$ cat src/rtl/easy6502_bus.sv
// easy6502 memory-bus front end.
// Shares the single 2 KiB RAM port between the 6502 core and the VGA screen
// reader, pausing the core only on an opcode fetch, and decodes the two
// easy6502 I/O bytes: random ($FE) and last key ($FF).
module easy6502_bus #(
  parameter int          ADDR_WIDTH = 11,
  parameter logic [7:0]  LFSR_SEED  = 8'hA5,
  parameter logic [15:0] RND_ADDR   = 16'h00FE,
  parameter logic [15:0] KEY_ADDR   = 16'h00FF
) (
  input  logic                  clk,
  input  logic                  reset,
  input  logic [15:0]           cpu_addr,
  input  logic [7:0]            cpu_do,
  input  logic                  cpu_we,
  input  logic                  cpu_sync,
  output logic                  cpu_rdy,
  output logic [7:0]            cpu_di,
  input  logic                  scr_req,
  input  logic [ADDR_WIDTH-1:0] scr_addr,
  output logic                  scr_grant,
  output logic [7:0]            scr_data,
  output logic [ADDR_WIDTH-1:0] ram_addr,
  output logic                  ram_we,
  output logic [7:0]            ram_din,
  input  logic [7:0]            ram_dout,
  input  logic                  key_valid,
  input  logic [7:0]            key_code
);

  localparam logic [1:0] ST_HOLD = 2'd0;
  localparam logic [1:0] ST_CPU  = 2'd1;
  localparam logic [1:0] ST_SCR  = 2'd2;

  localparam logic [1:0] IO_NONE = 2'd0;
  localparam logic [1:0] IO_RND  = 2'd1;
  localparam logic [1:0] IO_KEY  = 2'd2;

  logic [1:0] state, state_nxt;
  logic [1:0] io_sel_q;
  logic [7:0] rnd_q, key_q, lfsr;
  logic       is_rnd, is_key, cpu_wr;

  // Next-state: the screen only takes the port on an opcode fetch, so a
  // request that drops before SYNC never pauses the core.
  always_comb begin
    state_nxt = state;
    case (state)
      ST_HOLD: state_nxt = scr_req ? ST_SCR : ST_CPU;
      ST_CPU:  if (scr_req && cpu_sync) state_nxt = ST_SCR;
      ST_SCR:  if (!scr_req) state_nxt = ST_CPU;
      default: state_nxt = ST_HOLD;
    endcase
  end

  // State register; reset forces HOLD so grant/rdy/we drop immediately.
  always_ff @(posedge clk or negedge reset) begin
    if (!reset) state <= ST_HOLD;
    else        state <= state_nxt;
  end

  assign cpu_rdy   = (state == ST_CPU);
  assign scr_grant = (state == ST_SCR);

  assign is_rnd = (cpu_addr == RND_ADDR);
  assign is_key = (cpu_addr == KEY_ADDR);
  assign cpu_wr = cpu_we && cpu_rdy;

  assign ram_addr = scr_grant ? scr_addr : cpu_addr[ADDR_WIDTH-1:0];
  assign ram_we   = cpu_wr && !is_rnd && !is_key;
  assign ram_din  = cpu_do;
  assign scr_data = ram_dout;

  // Last-key register; a fresh keystroke beats a simultaneous CPU write.
  always_ff @(posedge clk or negedge reset) begin
    if (!reset)                key_q <= 8'h00;
    else if (key_valid)        key_q <= key_code;
    else if (cpu_wr && is_key) key_q <= cpu_do;
  end

  // Free-running Galois LFSR (mask B8, maximal length, never zero).
  always_ff @(posedge clk or negedge reset) begin
    if (!reset)       lfsr <= LFSR_SEED;
    else if (lfsr[0]) lfsr <= {1'b0, lfsr[7:1]} ^ 8'hB8;
    else              lfsr <= {1'b0, lfsr[7:1]};
  end

  // Register the I/O decode and random snapshot so reads line up with
  // the RAM's one-cycle read latency.
  always_ff @(posedge clk or negedge reset) begin
    if (!reset) begin
      io_sel_q <= IO_NONE;
      rnd_q    <= 8'h00;
    end else if (cpu_rdy) begin
      io_sel_q <= is_rnd ? IO_RND : (is_key ? IO_KEY : IO_NONE);
      rnd_q    <= lfsr;
    end else begin
      io_sel_q <= IO_NONE;
    end
  end

  // CPU read mux; held at zero while in HOLD (reset and the cycle after).
  always_comb begin
    cpu_di = ram_dout;
    if (state == ST_HOLD)        cpu_di = 8'h00;
    else if (io_sel_q == IO_RND) cpu_di = rnd_q;
    else if (io_sel_q == IO_KEY) cpu_di = key_q;
  end

endmodule

$ cat config.mk
export PLATFORM = sky130hd
export DESIGN_NAME = easy6502_bus
export DESIGN_NICKNAME = d
export VERILOG_FILES = /design/src/rtl/easy6502_bus.sv
export SDC_FILE = /design/constraint.sdc
export NUM_CORES = 1
export LEC_CHECK = 0
export ABC_AREA = 1
export CELL_PAD_IN_SITES_DETAIL_PLACEMENT = 1
export CELL_PAD_IN_SITES_GLOBAL_PLACEMENT = 1
export CORE_ASPECT_RATIO = 2
export CORE_MARGIN = 8
export CORE_UTILIZATION = 24
export CTS_CLUSTER_SIZE = 8
export DETAILED_ROUTE_END_ITERATION = 16
export GPL_TIMING_DRIVEN = 1
export PLACE_DENSITY = 0.8
export SLEW_MARGIN = 40
export SYNTH_ARGS = -nofsm -noshare
export SYNTH_HDL_FRONTEND = slang
export SYNTH_SLANG_ARGS = --single-unit
$ cat constraint.sdc
create_clock -name clk -period 1.8 [get_ports clk]
set_input_delay 0.18 -clock clk [delete_from_list [all_inputs] [get_ports clk]]
set_output_delay 0.18 -clock clk [all_outputs]
set_load 0.03 [all_outputs]
* After elaboration in Yosys (flattened, before gate mapping)
Cells that the tools add are included.
Widths: inputs -> output; s select.
** Cells by class
- Eq/ne operators :: 8
- Bitwise gates (word level) :: 1
- Reduce and logical (&&, ||, !) cells :: 10
- Multiplexer cells :: 14
** Operator list (number)
- $mux 8 :: 6
- $eq 16x8->1 const B :: 2
- $mux 2 :: 6
- $mux 11 :: 1
- $pmux 2 s3 :: 1
- $logic_and 1x1->1 :: 5
- $eq 2x1->1 const B :: 2
- $eq 2x2->1 const B :: 2
- $not 3->4 :: 1
- $logic_not 1->1 :: 2
- $logic_not 2->1 :: 1
- $ne 2x1->1 const B :: 1
- $ne 2x2->1 const B :: 1
- $reduce_and 2->1 :: 1
- $reduce_bool 2->1 :: 1
** Word-level totals
- Register bits after elaboration :: 28
- Output and inout bits :: 38
- Bits of input ports :: 57

* Logic depth before layout (Yosys ltp)
- Depth in word-level cells :: 5
- Gate-level depth with buffers :: 8
- Mapped depth without buffers :: 8

* Worst setup path after synthesis
OpenSTA, ideal clock, no wires.
- Kind :: register to output
- Start :: register io_sel_q[1]
- End :: output cpu_di[0]
- Slack :: 0.319 ns
- Cell stages (with the launch flop) :: 8
- Arrival :: 1.301 ns
- Required time :: 1.620 ns
- Cell sequence :: dfrtp_1 buf_6 or2_1 buf_6 buf_6 nand3_2 o211ai_2 inv_1
** Between the ends
- Word-level cells in the longest chain between the ends :: 4
- Elaborated cells between the ends (all ways) :: 5
- Classes of those cells :: eq/ne: 2; mux: 3
** Ends and longest elaborated chain
- start: declaration :: RTL line 40 : logic [1:0] io_sel_q;
- start signal: assignment :: RTL line 95 : io_sel_q <= is_rnd ? IO_RND : (is_key ? IO_KEY : IO_NONE);
- $eq 2x2->1 :: RTL line 107 : else if (io_sel_q == IO_KEY) cpu_di = key_q;
- $mux 8 :: RTL line 107
- $mux 8 * :: RTL line 106 : else if (io_sel_q == IO_RND) cpu_di = rnd_q;
- $mux 8 * :: RTL line 105 : if (state == ST_HOLD) cpu_di = 8'h00;
- end: declaration :: RTL line 18 : output logic [7:0] cpu_di,
Mark *: on every way between the ends. The rest lies on a longest branch, timed or not.

* Final worst setup path
Same ends and word-level chain as after synthesis.

==> implementation parameters <==
Parameter                              Value

STA
  Max Fclk    590 MHz
  Crit share post-route    0.942
  Endpoints failing hold    0
  Final worst path period need    1690 ps
  Skew final    8.05 ps
  Setup TNS    0 ps
  Setup-violating endpoint count in the final report    0
  Number of max-slew violations in the final report    0
  Max-slew headroom at the worst pin    0.765
  Unrepaired setup endpoints after global routing    no
  Transition time at the pin with the least slew margin    352 ps

Pwr
  Net Sw Frac    0.313
  Leak    1.47 nW
  Largest voltage drop on the vdd net    376 uV
  Internal power    1.41 mW
  Clock group share of total power    0.319
  Pwr Density    732 nW/um2
  Combinational group share of total power    0.351
  Portion of total power attributed to sequential cells    0.330
  Net Sw Power    0.641 mW

Layout
  Share of layout cells above drive strength 1    0.204
  Area used by multi-input combinational logic    807 um2
  Area growth syn-to-layout    59.2%
  Layout Utilization    0.391
  Diodes inserted    0
  Total area of sequential cells    706 um2
  Number of filler cells placed in the layout    902
  Post-layout nets    392
  Non-filler cells in the finished layout    426

Yosys
  Total standard cell area after synthesis    1760 um2
  Post-synthesis async set-or-reset flop share    1.00
  Number of distinct standard cells referenced by the synthesized netlist    21
  Number of standard cells after synthesis    245
  Cell type contributing the most total cell area after synthesis    dfrtp_1
  Most used flip-flop cell after synthesis    dfrtp_1
  Largest cells by area after synthesis    dfrtp_1, nand2_1, buf_4
  Fraction of synthesized cell area taken by the top area cell type    0.342
  Sequential cell area fraction in the yosys report    0.402
  Average footprint of a synthesized cell    7.17 um2
  Count leader, synth    nand2_1
  Count of flip-flops with a built-in enable after synthesis    0
  Synth Warn #    0
  Post-synth top cells    nand2_1, dfrtp_1, nand3_1
  FF+latch count, synth    28
  Post-Synthesis Net Count    302

Clocking
  Post CTS Setup Buffer Count    0
  Number of buffers on the longest clock path    2
  Clk root buf    clkbuf_16
  Level count of the clock H-tree    1
  Clk Latency, worst-skew pair    260 ps
  Hold buffer count at CTS    0
  Clock-pin transition on the worst setup and hold timing paths    70 ps
  TritonCTS clock tree    built
  Clock sinks    28
  Number of buffers inserted during clock tree synthesis    3

Job
  Maxcap violations    0

Route
  DRC violations left    0
  Total wire length    6.02 mm
  Per-cell via count in the routed design    4.43
  Total vias in the final route    1889
  Iteration-0 DRC count of the detailed router    27
  Length of the first detailed-routing pass in iterations    4
  Mean routed wirelength per cell    14.1 um
  Post-route antenna net violation count    0

Global routing
  Gr ovfl total    0
  Wire length of the first global-routing pass    10.6 mm
  Overall Global Routing Usage    0.120
  Via count of the first global-routing pass    2242
  Initial antenna violation count    0
  Maximum number of pins on one net before global-route repair    29

Place
  Final weighted congestion of routability-driven global placement    0.801
  Placed Cells    422
  IO buf count    94
  Placed wire-length estimate after detailed placement    5.17 mm

Critical path
  Startpoint type of the worst setup path    flop
  Worst setup path category    reg2out
  Required @ worst endpoint    1620 ps
  Critical path data arrival time    1510 ps
  Endpoint kind of the worst setup timing path    output pin
  CP Max Fanout    10

Floorplanning
  Initial Util    0.245
  Number of top-level design ports    95
  Std-Cell Core Area    7160 um2
  Die width    76.5 um
  Row Count    44
  Height of the die    137 um
  Die area    10500 um2

Run status
  Result of the run    finished, final reports clean

Min path
  Min-Delay Path Class    in2async
==> metrics by stage <==
step / hold WS [ps] / worst slack [ps] / total power, mW / instance area [um2]
after floorplan: -116 / 319 / 1.08 / 1760
after global placement: 363 / -206 / 1.40 / 2690
after detailed placement: 365 / -275 / 1.42 / 2690
after CTS: 302 / 44.4 / 2.08 / 2800
after global routing: 324 / 22.8 / 2.15 / 2800
final: 289 / 105 / 2.05 / 2800
==> final timing paths <==
kind / start / end / slack, ps / depth (start not counted)
hold reg to reg: lfsr[3] / lfsr[2] / 390 / 0
min in group clk: lfsr[3] / lfsr[2] / 390 / 0
hold / removal: reset / rnd_q[6] / 290 / 2
max in group asynchronous: reset / lfsr[5] / 1200 / 2
setup reg to reg: state[1] / key_q[1] / 440 / 7
setup / recovery: io_sel_q[1] / cpu_di[0] / 110 / 5
==> state kept, by name (all words and copies together) (netlist names) <==
signal / count
io_sel_q: 2
rnd_q: 8
lfsr: 8
key_q: 8
state: 2
==> area by class of cell <==
class | instances | share of cell area
Timing Repair Buffer | 108 | 0.353
Multi-Input combinational cell | 174 | 0.289
Clock buffer | 3 | 0.0268
Clock inverter | 1 | 0.0107
Tap cell | 92 | 0.0412
Inverter | 20 | 0.0268
Sequential cell | 28 | 0.252
==> layer usage <==
layer  routed length, um  up-vias  share of wire  global-route usage
met3                 695        2           0.12              0.0599
met2                2880       93           0.48               0.214
li1                    -      926              -                   -
met1                2430      868           0.40               0.126
met5                   0        -              0                   0
met4                  13        0         0.0022              0.0162
==> cell usage in the layout (no fill, tap or decap), types with 4 or more instances in the layout <==
cell | Yosys | routed
buf_4 | 16 | 35
clkdlybuf4s50_1 | 0 | 72
dfrtp_1 | 24 | 24
dfstp_2 | 4 | 4
inv_1 | 10 | 10
inv_2 | 9 | 9
nand2_1 | 119 | 118
nand3_1 | 22 | 22
nor2_1 | 11 | 11
o211ai_2 | 8 | 8
==> worst max-delay path, cell delays in order (launching register included) <==
cell,delay [ps]
dfrtp_1,390
or2_4,310
buf_4,190
o211ai_2,140
inv_1,60
buf_4,160
==> power groups by stage <==
stage	logic, mW	clock network [mW]	registers [mW]
2_1_floorplan	0.402	0	0.680
3_3_place_gp	0.717	0	0.684
3_5_place_dp	0.734	0	0.687
4_1_cts	0.735	0.673	0.675
5_1_grt	0.785	0.690	0.678
6_report	0.719	0.653	0.675
==> cells by family after synthesis <==
family,after synthesis,share of synthesized area
AOI/OAI and AO/OA,11,0.0655
xor gates and xnor gates,3,0.0150
buffers and inverters,43,0.142
DFF,28,0.402
and+or+nand+nor,160,0.376
==> repair_timing <==
| item | 4_1_cts | 5_1_grt |
|---|---|---|
| pin swaps | 0 | 0 |
| resized for setup | 4 | 3 |
| endpoints found under the setup margin | 5 | 9 |
(Power assumes the default switching activity.)
==> variant 1 (same flow settings) <==
Reset style: synchronous (`reset`), changed in 4 clocked blocks.
--- a/src/rtl/easy6502_bus.sv
+++ b/src/rtl/easy6502_bus.sv
@@ -54,7 +54,7 @@
   end
 
   // State register; reset forces HOLD so grant/rdy/we drop immediately.
-  always_ff @(posedge clk or negedge reset) begin
+  always_ff @(posedge clk) begin
     if (!reset) state <= ST_HOLD;
     else        state <= state_nxt;
   end
@@ -72,14 +72,14 @@
   assign scr_data = ram_dout;
 
   // Last-key register; a fresh keystroke beats a simultaneous CPU write.
-  always_ff @(posedge clk or negedge reset) begin
+  always_ff @(posedge clk) begin
     if (!reset)                key_q <= 8'h00;
     else if (key_valid)        key_q <= key_code;
     else if (cpu_wr && is_key) key_q <= cpu_do;
   end
 
   // Free-running Galois LFSR (mask B8, maximal length, never zero).
-  always_ff @(posedge clk or negedge reset) begin
+  always_ff @(posedge clk) begin
     if (!reset)       lfsr <= LFSR_SEED;
     else if (lfsr[0]) lfsr <= {1'b0, lfsr[7:1]} ^ 8'hB8;
     else              lfsr <= {1'b0, lfsr[7:1]};
@@ -87,7 +87,7 @@
 
   // Register the I/O decode and random snapshot so reads line up with
   // the RAM's one-cycle read latency.
-  always_ff @(posedge clk or negedge reset) begin
+  always_ff @(posedge clk) begin
     if (!reset) begin
       io_sel_q <= IO_NONE;
       rnd_q    <= 8'h00;
Behaviour: differs if reset is asserted again (counterexample within 4 cycles, from zero or initial values and one cycle with reset low); with reset held inactive, the same outputs for 10 cycles.
==> variant 1 against the unedited design <==
  * Sequential power rose by 1%
  * Synthesized area fell by 0.14%
  * Clock skew fell by 0.0027 ns
  * Sequential share of layout area fell by 5.1 points
  * Power fell by 5.2%
  * Routed wire length fell by 4.7%
  * Worst setup slack improved by 0.032 ns
  * Maximum frequency rose by 1.9%
  * Sequential cell count did not move
  * Final area fell by 0.49%
==> variant 1: results <==
INSERT INTO impl_metrics (metric_group, metric, value, unit) VALUES
('run_status', 'outcome', 'finished clean', ''),
('synth', 'synth_commonest_cells', 'sky130_fd_sc_hd__nand2_1, sky130_fd_sc_hd__inv_1, sky130_fd_sc_hd__nor2_1', ''),
('drt', 'drt_pass1_iterations', '3', ''),
('pwr', 'p_leak', '0.001348', 'uW'),
('drt', 'vias', '1918', ''),
('critical_path', 'capture_point_of_the_critical_path', 'ram_addr[1]', ''),
('timing', 'tightestPinTransition', '0.3530', 'ns'),
('critical_path', 'timing.critical_path.slowest_cell_delay', '0.32', 'ns'),
('pwr', 'internal_power', '1396', 'uW'),
('synth', 'synth_sequential_area_ratio', '0.3195', ''),
('drt', 'met2WireLength', '2634', 'um'),
('critical_path', 'critPathMaxFanout', '11', ''),
('grt', 'grt_use_met2', '0.1869', ''),
('pwr', 'power_frac_clock', '0.338', ''),
('layout', 'instances_no_fill', '448', ''),
('synth', 'syn_avg_cell_area', '6.402', 'um^2'),
('placement', 'place.detailed.instances', '444', ''),
('critical_path', 'critical-path-slowest-cell', 'sky130_fd_sc_hd__dfxtp_1', ''),
('drt', 'met1_routed_length', '2556', 'um'),
('grt', 'maximum_number_of_pins_on_one_net_before_global_route_repair', '23', ''),
('synth', 'ys_types', '26', ''),
('synth', 'synth_area_leaders', 'sky130_fd_sc_hd__dfxtp_1, sky130_fd_sc_hd__nand2_1, sky130_fd_sc_hd__o21ai_0', ''),
('pwr', 'combinationalPowerShare', '0.309', ''),
('critical_path', 'arrival_time_reported_for_the_critical_path_endpoint', '1.48', 'ns'),
('synth', 'synth_compound_area_frac', '0.1491', '');
variant 1: cell count changes in the layout (fill, tap and decap cells not counted), sizes merged, moves of 11 or more:
cell,delta
inv,+14
nor2,+24
nand3,-14
o21ai,+24
dfrtp,-24
nand2,-34
a21oi,+11
dfxtp,+28
variant 1: area by class of cell:
type / count / area (um^2) / area share
Timing Repair Buffer: 103 / 996.0 / 0.3579
Clock inverter: 1 / 30.03 / 0.01079
Tap cell: 92 / 115.1 / 0.04137
Multi-Input combinational cell: 187 / 878.3 / 0.3156
Sequential cell: 28 / 560.5 / 0.2014
Inverter: 34 / 127.6 / 0.04586
Clock buffer: 3 / 75.07 / 0.02698
variant 1: stage by stage:
step	hold WS [ns]	setup slack, ns	utilization	area [um^2]
final	0.4302	0.1370	0.3888	2783
after global routing	0.4552	0.03609	0.3888	2783
after CTS	0.4320	0.07491	0.3885	2780
after detailed placement	0.4252	0.1667	0.3741	2678
after global placement	0.4143	0.1860	0.3741	2678
after floorplan	0.2756	0.4699	-	1754
==> variant 2 (same settings) <==
Without the edit above. The parameter `ADDR_WIDTH` goes from 11 to 13.
--- a/src/rtl/easy6502_bus.sv
+++ b/src/rtl/easy6502_bus.sv
@@ -3,7 +3,7 @@
 // reader, pausing the core only on an opcode fetch, and decodes the two
 // easy6502 I/O bytes: random ($FE) and last key ($FF).
 module easy6502_bus #(
-  parameter int          ADDR_WIDTH = 11,
+  parameter int          ADDR_WIDTH = 13,
   parameter logic [7:0]  LFSR_SEED  = 8'hA5,
   parameter logic [15:0] RND_ADDR   = 16'h00FE,
   parameter logic [15:0] KEY_ADDR   = 16'h00FF
Ports: changed (resized ram_addr and scr_addr); port bits go from 95 to 99. The function was not compared with the original's and may differ.
==> variant 2 against the unedited design <==
  * Power shrank 4.4%
  * Routed wire length shrank 0.38%
  * Final area grew 1.5%
  * Combinational power grew 7.9%
  * Synthesized area grew 1.6%
  * Worst setup slack lost 0.016 ns
  * Cell count grew 1.9%
  * Hold slack gained 0.017 ns
  * Sequential cell count is the same
  * Largest power group unchanged
==> variant 2: results <==
INSERT INTO impl_metrics (metric_group, metric, value, unit) VALUES
('grt', 'global_route_wire_length_before_repair', '9894', 'um'),
('cts', 'cts_repair_resize_count', '14', ''),
('timing', 'worst_hold_slack', '0.3058', 'ns'),
('placement', 'number_of_port_buffers', '98', ''),
('run_status', 'outcome', 'finished clean', ''),
('synth', 'post_synth_xor_area_fraction', '0.01472', ''),
('critical_path', 'arrival_time_reported_for_the_critical_path_endpoint', '1.53', 'ns'),
('grt', 'grt_pass1_vias', '2104', ''),
('drt', 'vias', '1901', ''),
('drt', 'route.final.wire_length', '6001', 'um'),
('synth', 'synth_commonest_cells', 'sky130_fd_sc_hd__nand2_1, sky130_fd_sc_hd__dfrtp_1, sky130_fd_sc_hd__nand3_1', ''),
('drt', 'first_iter_violations', '62', ''),
('critical_path', 'critical-path-slowest-cell', 'sky130_fd_sc_hd__dlygate4sd2_1', ''),
('placement', 'dpl.hpwl', '5154', 'um'),
('synth', 'synth_sequential_area_ratio', '0.3952', ''),
('critical_path', 'regToRegStartpoint', 'state[0]$_DFFE_PN0P_', ''),
('synth', 'syn_nets', '311', ''),
('synth', 'synth_area_leaders', 'sky130_fd_sc_hd__dfrtp_1, sky130_fd_sc_hd__nand2_1, sky130_fd_sc_hd__buf_4', ''),
('synth', 'synthesis.instances', '252', ''),
('layout', 'instances_no_fill', '434', '');
[variant 2: cell types whose count changed after synthesis, sizes merged]
| cell | before | now |
|---|---|---|
| nand2 | 121 | 127 |
| clkbuf | 0 | 1 |
[variant 2: worst max path at each step]
stage,from,to,slack [ns],depth (start not counted)
2_1_floorplan,io_sel_q[1]$_DFF_PN0_,cpu_di[0],0.32,7
3_3_place_gp,state[1]$_DFFE_PN0P_,ram_addr[2],0.10,6
3_5_place_dp,state[1]$_DFFE_PN0P_,ram_addr[4],0.04,6
4_1_cts,state[1]$_DFFE_PN0P_,ram_addr[4],0.03,6
5_1_grt,state[1]$_DFFE_PN0P_,ram_addr[11],0.007,6
6_report,state[1]$_DFFE_PN0P_,ram_addr[11],0.09,6
[variant 2: metrics by stage]
step | util | setup slack (ns) | area, um^2
final | 0.3937 | 0.08915 | 2839
after global routing | 0.3937 | 0.007195 | 2839
after CTS | 0.3980 | 0.03346 | 2870
after detailed placement | 0.3884 | 0.03925 | 2801
after global placement | 0.3884 | 0.1032 | 2801
after floorplan | - | 0.3188 | 1785
[variant 2: cell families after synthesis]
family,after synthesis
buffers and inverters,44
AO/OA/AOI/OAI,11
AND/OR/NAND/NOR,166
XOR/XNOR,3
flip-flops,28
[variant 2: final cells by class]
class,instances,area share
repair buffers,110,0.3636
multi-input cells,180,0.2931
flip-flops and latches,28,0.2486
well taps,92,0.04055
clock buffers,4,0.02777
inverters,20,0.02644
[variant 2: routing by layer]
layer,vias up,GRT usage,share of wire
met5,-,0,0
met4,0,0.03805,0.012
met3,5,0.03636,0.070
met2,57,0.2285,0.58
met1,896,0.1038,0.34
li1,943,-,-
[variant 2: power breakdown]
group	internal, uW	switching, uW	leakage (uW)	total (uW)
sequential	655	15.8	0.000360	671
clock	303	206	0.0000382	510
combinational	332	445	0.00109	776
